### config.mk
export PLATFORM = sky130hd
export DESIGN_NAME = serial_subtractor
export DESIGN_NICKNAME = d
export VERILOG_FILES = /design/src/rtl/arith_pkg.sv /design/src/rtl/full_sub_cell.sv /design/src/rtl/serial_subtractor.sv
export SDC_FILE = /design/constraint.sdc
export NUM_CORES = 1
export LEC_CHECK = 0
export ABC_AREA = 1
export CORE_ASPECT_RATIO = 1.1
export CORE_MARGIN = 2
export CORE_UTILIZATION = 48
export CTS_BUF_LIST = sky130_fd_sc_hd__clkbuf_2 sky130_fd_sc_hd__clkbuf_4 sky130_fd_sc_hd__clkbuf_8
export DETAILED_ROUTE_END_ITERATION = 12
export PLACE_DENSITY = 0.77
export SLEW_MARGIN = 10
export SYNTH_ARGS = -nofsm -noshare
export SYNTH_HDL_FRONTEND = slang
export SYNTH_SLANG_ARGS = --single-unit
### constraint.sdc
create_clock -name clk -period 1.3 [get_ports clk]
set_clock_uncertainty 0.15 [all_clocks]
set_input_delay 0.13 -clock clk [delete_from_list [all_inputs] [get_ports clk]]
set_output_delay 0.13 -clock clk [all_outputs]
set_load 0.005 [all_outputs]
### src/rtl/arith_pkg.sv
// arith_pkg: shared FSM encoding and default width for the arithmetic datapath
package arith_pkg;
  localparam int DEFAULT_WIDTH = 8;
  typedef enum logic [1:0] {IDLE = 2'd0, RUN = 2'd1, DONE = 2'd2} state_t;
endpackage

### src/rtl/full_sub_cell.sv
// full_sub_cell: combinational one-bit full subtractor x - y - bin
module full_sub_cell (
  input  logic x,
  input  logic y,
  input  logic bin,
  output logic d,
  output logic bout
);
  assign d    = x ^ y ^ bin;
  assign bout = (~x & y) | (~(x ^ y) & bin);
endmodule

### src/rtl/serial_subtractor.sv
// serial_subtractor: bit-serial a - b - borrow_in, LSB first, start/busy/done framed
module serial_subtractor
  import arith_pkg::*;
#(
  parameter int WIDTH = DEFAULT_WIDTH
) (
  input  logic             clk,
  input  logic             rst,
  input  logic             start,
  input  logic [WIDTH-1:0] a,
  input  logic [WIDTH-1:0] b,
  input  logic             borrow_in,
  output logic             busy,
  output logic             done,
  output logic [WIDTH-1:0] diff,
  output logic             borrow_out
);
  localparam int CW = WIDTH > 1 ? $clog2(WIDTH) : 1;
  state_t           state;
  logic [WIDTH-1:0] sa, sb, sr, sr_next;
  logic [CW-1:0]    cnt;
  logic             br, d, bout;
  full_sub_cell u_cell (.x(sa[0]), .y(sb[0]), .bin(br), .d(d), .bout(bout));
  // new bit enters at the MSB so the LSB-first stream lands in place after WIDTH steps
  assign sr_next = (sr >> 1) | (WIDTH'(d) << (WIDTH - 1));
  always_ff @(posedge clk) begin
    if (rst) begin
      state      <= IDLE;
      sa         <= '0;
      sb         <= '0;
      sr         <= '0;
      cnt        <= '0;
      br         <= 1'b0;
      busy       <= 1'b0;
      done       <= 1'b0;
      diff       <= '0;
      borrow_out <= 1'b0;
    end else begin
      done <= 1'b0;
      case (state)
        IDLE, DONE: begin
          if (start) begin
            sa    <= a;
            sb    <= b;
            br    <= borrow_in;
            cnt   <= '0;
            busy  <= 1'b1;
            state <= RUN;
          end else state <= IDLE;
        end
        RUN: begin
          sa  <= sa >> 1;
          sb  <= sb >> 1;
          sr  <= sr_next;
          br  <= bout;
          cnt <= cnt + CW'(1);
          if (cnt == CW'(WIDTH - 1)) begin
            diff       <= sr_next;
            borrow_out <= bout;
            done       <= 1'b1;
            busy       <= 1'b0;
            state      <= DONE;
          end
        end
        default: state <= IDLE;
      endcase
    end
  end
endmodule

==> reports/qor.yml, run 1 <==
outcome:
  run_status: "complete, but fails checks"
  violations: "setup timing"
placement:
  pre_cts_slack_ns: -0.1468
  port-buffer-count: 30
  dpl_cell_area_mm2: 0.002126
  gp_congestion: 0.7823
  dp.final_hpwl_um: 2319
  place.detailed.instances: 302
synth:
  synth_top_family_by_area: "simple AND/OR/NAND/NOR gates"
  ys_seq_elements: 40
  syn-instance-count: 223
  synthMuxAreaShare: 0
  syn_area_mm2: 0.001694
  yosys.area_share.simple: 0.3065
  yosysWarnings: 0
  synth-adder-area-share: 0.02659
  synth_xor_area_frac: 0
  synth-seq-area-share: 0.4727
  synth_nets: 246
  synth_cell_types: 19
  synth_compound_area_frac: 0.07976
  syn_area_per_cell_um2: 7.597
floorplanning:
  core_area_mm2: 0.003358
  die_h_um: 66.31
  dieArea_mm2: 0.004021
  row_count: 22
  start_util: 0.5045
  io_pins: 31
  die_width_um: 60.65
timing:
  maxSlewHeadroom: 0.7798
  finalCritPeriodShare: 1.095
  rsz0062_at_grt: "yes"
  tns_ns: -1.429
  worst_slack_ns: -0.1233
  slew_violations: 0
  min_period_ns: 1.423
  hold_violations: 0
  worst_slew_pin_slew_ns: 0.3299
  setup_viol: 25
  timing.fmax_mhz: 702.6
  timing.hold.ws_ns: 0.2104
clocking:
  clk_pin_slew_ns: 0.12
  cts_sinks: 40
  cts_buffer_depth: 2
  cts_max_level: 2
  clk_latency_ns: 0.36
  tritoncts: "yes"
  cts_buffers: 5
  cts_root_buf: "clkbuf_4"
pwr:
  p_leak_nw: 1.090
  p_clk_frac: 0.264
  seqPwrFrac: 0.504
  p_switching_mw: 0.7530
  intPower_mw: 1.927
  combPwrFrac: 0.232
  swShare: 0.2810
  power.density_mw_per_mm2: 1066
  p_total_mw: 2.680
  ir_worst_vdd_v: 0.0007108
run:
  cap_violations: 0
grt:
  grt_pass1_wl_um: 6092
  overflow: 0
  track_usage: 0.2034
  antenna_found_initial: 0
  grt_max_degree: 31
  grt_pass1_vias: 1409
critical_path:
  worst-setup-path-type: "reg -> reg"
  startpoint_type: "flop"
  worst_ep_required_time_ns: 1.44
  r2r_cells: 4
  end_kind: "flop"
  critPathMaxFanout: 2
  arrival_ns: 1.57
routing:
  ant_nets: 0
  firstDrtPassIters: 4
  totalWireLength_um: 4504
  drt_iter0_markers: 81
  avgViaCountPerCell: 5.153
  avgRoutedWirePerCell_um: 14.03
  route.vias.total: 1654
  drc: 0
finish:
  fin_nets: 295
  fill_cells: 253
  diodes: 0
  stdcell_count: 321
  syn_to_final_growth_pct: 48.45
  stdcell_area_mm2: 0.002515
  drive_gt1_frac: 0.2930
  final_util: 0.7489
hold_path:
  hold_path.class: "in -> reg"
  hold-path-cell-count: 3
[power by group through the flow]
stage	registers [mW]	logic [mW]	clock network (mW)
6_report	1.35	0.622	0.708
5_1_grt	1.36	0.677	0.788
4_1_cts	1.34	0.454	0.708
3_5_place_dp	1.37	0.444	0
3_3_place_gp	1.37	0.434	0
2_1_floorplan	1.36	0.292	0
[flip-flops by register name, indices dropped and copies added (netlist names)]
signal,flops
done,1
br,1
cnt,3
sb,8
borrow_out,1
diff,8
sa,8
sr,7
busy,1
state,2
[layout by cell type (no fill, tap or decap)]
| master | count |
|---|---|
| nand3_1 | 37 |
| dfxtp_1 | 27 |
| nand2_1 | 23 |
| inv_1 | 22 |
| nor2_1 | 22 |
| clkdlybuf4s50_1 | 19 |
| a21oi_1 | 13 |
| dfxtp_2 | 13 |
| buf_4 | 12 |
| dlygate4sd2_1 | 11 |
| o21ai_0 | 9 |
| nor3_1 | 7 |
| clkbuf_4 | 7 |
| buf_12 | 6 |
| nand3_2 | 5 |
| nand2_2 | 5 |
| buf_6 | 5 |
| inv_2 | 4 |
| nor3_2 | 4 |
| nand2_4 | 3 |
| nor3_4 | 3 |
| clkbuf_16 | 3 |
| a21oi_2 | 2 |
| o21ai_2 | 2 |
| nor2_4 | 1 |
| nand3_4 | 1 |
| nand3b_1 | 1 |
| nor2_2 | 1 |
| o21ai_1 | 1 |
| fa_2 | 1 |
| ha_1 | 1 |
| ha_4 | 1 |
| clkbuf_8 | 1 |
[final timing paths]
kind           start       to  slack [ns]
min reg2reg  diff[4]  diff[4]        0.32
max               br  diff[7]       -0.12
min             b[1]    sb[1]        0.21
max reg2reg       br  diff[7]       -0.12
[per-layer routing]
| layer | vias up | GRT usage | share of wire |
|---|---|---|---|
| met2 | 43 | 0.3051 | 0.53 |
| met3 | 10 | 0.08219 | 0.043 |
| met5 | - | 0 | 0 |
| met4 | 0 | 0.1087 | 0.021 |
| li1 | 823 | - | - |
| met1 | 778 | 0.2443 | 0.41 |
[synth_stat cells]
| cell | n | share of area |
|---|---|---|
| dfxtp_1 | 40 | 0.47 |
| nand3_2 | 1 | 0.0059 |
| clkbuf_1 | 1 | 0.0022 |
| nor2_4 | 1 | 0.0066 |
| buf_2 | 5 | 0.015 |
| nor2_1 | 23 | 0.051 |
| nand3_1 | 42 | 0.12 |
| inv_1 | 25 | 0.055 |
| o21ai_0 | 12 | 0.035 |
| buf_4 | 6 | 0.027 |
| nor3_1 | 14 | 0.041 |
| fa_1 | 1 | 0.012 |
| inv_2 | 1 | 0.0022 |
| nand3b_1 | 1 | 0.0044 |
| ha_1 | 2 | 0.015 |
| nand2_1 | 28 | 0.062 |
| a21oi_1 | 15 | 0.044 |
| nand2_2 | 3 | 0.011 |
| buf_6 | 2 | 0.013 |
[cell families (layout without fill, tap and decap cells)]
family	after synthesis	in the layout
simple gates	113	113
flops	40	40
buf+inv	40	90
compound gates	27	27
fa+ha+maj	3	3
[worst max-delay path, stage by stage, from the launching register on]
cell and delay [ns]:
dfxtp_2 0.34, inv_2 0.04, fa_2 0.58, nand3_1 0.11
a21oi_2 0.13
[area by class of cell]
type / instances / area (um^2) / share of cell area
clock buffers: 8 / 66.31 / 0.02637
repair buffers: 56 / 628.1 / 0.2498
multi-input cells: 143 / 845.8 / 0.3363
flip-flops and latches: 40 / 817.0 / 0.3249
well taps: 48 / 60.06 / 0.02388
inverters: 26 / 97.59 / 0.03881
[timing repair]
item	CTS	global route
gates resized for setup	26	42
gates cloned	0	4
pin swaps	3	25
setup endpoints to repair	33	24
hold buffers	0	0
buffers inserted	1	6
No activity file was read; power rests on OpenSTA's default activity.
==> inputs of run 2 (changes only) <==
--- a/config.mk
+++ b/config.mk
@@ -5,13 +5,12 @@
 export SDC_FILE = /design/constraint.sdc
 export NUM_CORES = 1
 export LEC_CHECK = 0
-export ABC_AREA = 1
 export CORE_ASPECT_RATIO = 1.1
 export CORE_MARGIN = 2
 export CORE_UTILIZATION = 48
 export CTS_BUF_LIST = sky130_fd_sc_hd__clkbuf_2 sky130_fd_sc_hd__clkbuf_4 sky130_fd_sc_hd__clkbuf_8
 export DETAILED_ROUTE_END_ITERATION = 12
-export PLACE_DENSITY = 0.77
+export PLACE_DENSITY = 0.78
 export SLEW_MARGIN = 10
 export SYNTH_ARGS = -nofsm -noshare
 export SYNTH_HDL_FRONTEND = slang
==> run 2 against run 1 <==
  * The run still ends with setup timing left
  * Area after synthesis is 5.1% lower
  * Die area is 4.8% lower
  * Core utilization down 0.56 points
  * Power fell by 6.4%
  * Worst setup slack worse by 0.0039 ns
  * Clock-buffer cell count is the same
  * First-iteration DRC count is 68% lower
  * Final cell count down 13%
  * Register-to-register slack about the same
  * Critical path depth grew 1
  * Sequential cell count stayed put
  * Fmax shrank 0.27%
  * Critical endpoint is now borrow_out
  * Largest power group unchanged
  * Highest routed layer unchanged
==> reports/qor.yml, run 2 <==
timing:
  rsz0062_at_grt: "yes"
  timing.fmax_mhz: 700.7
  worst_slack_ns: -0.1272
  setup_viol: 29
  tns_ns: -1.671
  maxSlewHeadroom: 0.8521
  finalCritPeriodShare: 1.098
  min_period_ns: 1.427
  worst_slew_pin_slew_ns: 0.2204
  hold_violations: 0
  slew_violations: 0
clocking:
  cts_max_level: 2
  clk_latency_ns: 0.35
  cts_buffers: 5
  tritoncts: "yes"
  cts_buffer_depth: 2
  cts_sinks: 40
  cts_root_buf: "clkbuf_4"
  clk_pin_slew_ns: 0.11
  hold_buffers: 0
routing:
  drc: 0
  ant_nets: 0
  drt_iter0_markers: 26
  totalWireLength_um: 4137
  firstDrtPassIters: 4
  route.vias.total: 1495
  avgRoutedWirePerCell_um: 14.88
  avgViaCountPerCell: 5.378
synth:
  synth-edff-count: 0
  yosysMostFrequentCell: "nand2_1"
  synth-seq-area-share: 0.4981
  syn-instance-count: 194
  synth_top_area_share: 0.4981
  synth_cell_types: 23
  syn_area_mm2: 0.001608
  ys_top_cells_by_count: "nand2_1, dfxtp_1, a21oi_1, nor2_1, a311oi_1"
  synth_area_leaders: "dfxtp_1, nand2_1, a311oi_1"
  syn_area_per_cell_um2: 8.288
  synthFlopType: "dfxtp_1"
  synth_async_sr_flop_share: 0
  ys_seq_elements: 40
  yosysWarnings: 0
  synth_top_cell_by_area: "dfxtp_1"
  synth_nets: 217
placement:
  dp.final_hpwl_um: 2042
  port-buffer-count: 30
  gp_congestion: 0.7182
  pre_cts_slack_ns: -0.2956
  dpl_cell_area_mm2: 0.002017
critical_path:
  r2r_slack_ns: -0.13
  crit_start: "cnt[0]"
  arrival_ns: 1.55
  worst_ep_required_time_ns: 1.42
  crit_path_end: "borrow_out"
  r2r_cells: 5
  worst-setup-path-type: "reg -> reg"
  end_kind: "flop"
  critPathMaxFanout: 4
  r2r-start: "cnt[0]"
  startpoint_type: "flop"
  reg2reg_to: "borrow_out"
grt:
  track_usage: 0.2350
  overflow: 0
  grt_pass1_wl_um: 6768
  grt_pass1_vias: 1492
  antenna_found_initial: 0
  grt_max_degree: 41
finish:
  largestRegisters: "diff (8), sa (8), sb (8)"
  fill_cells: 234
  diodes: 0
  multi_input_area_um2: 889.6
  register_area_um2: 823.3
  stdcell_area_mm2: 0.002435
  syn_to_final_growth_pct: 51.44
  layout_commonest_cell: "nand2_1"
  final_cell_mix: "nand2_1, dfxtp_1, clkdlybuf4s50_1"
  fin_nets: 264
  drive_gt1_frac: 0.3843
hold_path:
  hold_path.class: "in -> reg"
floorplanning:
  start_util: 0.4908
  row_count: 22
  core_area_mm2: 0.003276
  dieArea_mm2: 0.003829
  die_width_um: 59.18
  die_h_um: 64.70
  io_pins: 31
pwr:
  p_total_mw: 2.510
  power.density_mw_per_mm2: 1031
  ir_worst_vdd_v: 0.0007117
  p_leak_nw: 0.9870
outcome:
  run_status: "complete, but fails checks"
  violations: "setup timing"
run:
  cap_violations: 0
[run 2: cell types whose count changed in the layout (fill, tap and decap cells not counted), sizes merged, moves of 7 or more]
cell	previous run	this run
a21oi	15	22
a311oi	0	14
inv	26	2
nand2	31	62
nand3	43	6
nor3	14	0
o21ai	12	0
[run 2: cells by family (layout without fill, tap and decap cells)]
logic type                 count (synthesis)  after routing  synth area share
and+or+nand+nor                           94             94            0.2405
DFF                                       40             40            0.4981
AOI/OAI and AO/OA                         39             39            0.1595
buffers and inverters                     18             66           0.07393
adders and majority gates                  3              3           0.02801
[run 2: routing by layer]
metal / part of all wire / vias up / track usage
met3: 0.049 / 12 / 0.07784
met5: 0 / - / 0
met4: 0.017 / 0 / 0.06818
met1: 0.40 / 698 / 0.2778
li1: - / 744 / -
met2: 0.54 / 41 / 0.3970
[run 2: report_power, final]
part	internal (mW)	switching, mW	leakage [nW]
logic	0.252	0.228	0.613
registers	1.29	0.0432	0.334
clock network	0.309	0.389	0.0394
[run 2: metrics by stage]
stage                     hold slack (ns)  instances  utilization
after floorplan                    0.1160        194            -
after global placement             0.2912        257       0.6157
after detailed placement           0.2970        257       0.6157
after CTS                          0.1653        277       0.7204
after global routing               0.1686        278       0.7433
final                              0.1714        278       0.7433
[run 2: worst max-delay path, cell delays in order (launching register included)]
cell and delay, ns:
dfxtp_2 0.36, ha_4 0.16, ha_4 0.16, and3b_2 0.22, buf_6 0.14, a211oi_2 0.17
[run 2: cell type report]
cell class / count / area share
flip-flops and latches: 40 / 0.3381
well taps: 36 / 0.01850
repair buffers: 56 / 0.2477
clock buffers: 8 / 0.02724
inverters: 2 / 0.003083
multi-input cells: 136 / 0.3654
[run 2: worst min path at each step]
stage	cells past startpoint	to	slack, ns	from
5_1_grt	3	sb[7]	0.17	b[7]
3_5_place_dp	2	diff[0]	0.30	sr[1]
2_1_floorplan	2	sa[7]	0.12	a[7]
6_report	3	sb[7]	0.17	b[7]
3_3_place_gp	2	diff[0]	0.29	sr[1]
4_1_cts	3	sb[7]	0.17	b[7]
[run 2: repair_timing]
| item | in CTS | in global routing |
|---|---|---|
| pin swaps | 33 | 15 |
| gates resized for setup | 67 | 26 |
| buffers inserted | 7 | 2 |
| endpoints found under the setup margin | 41 | 40 |
| cloned | 5 | 1 |
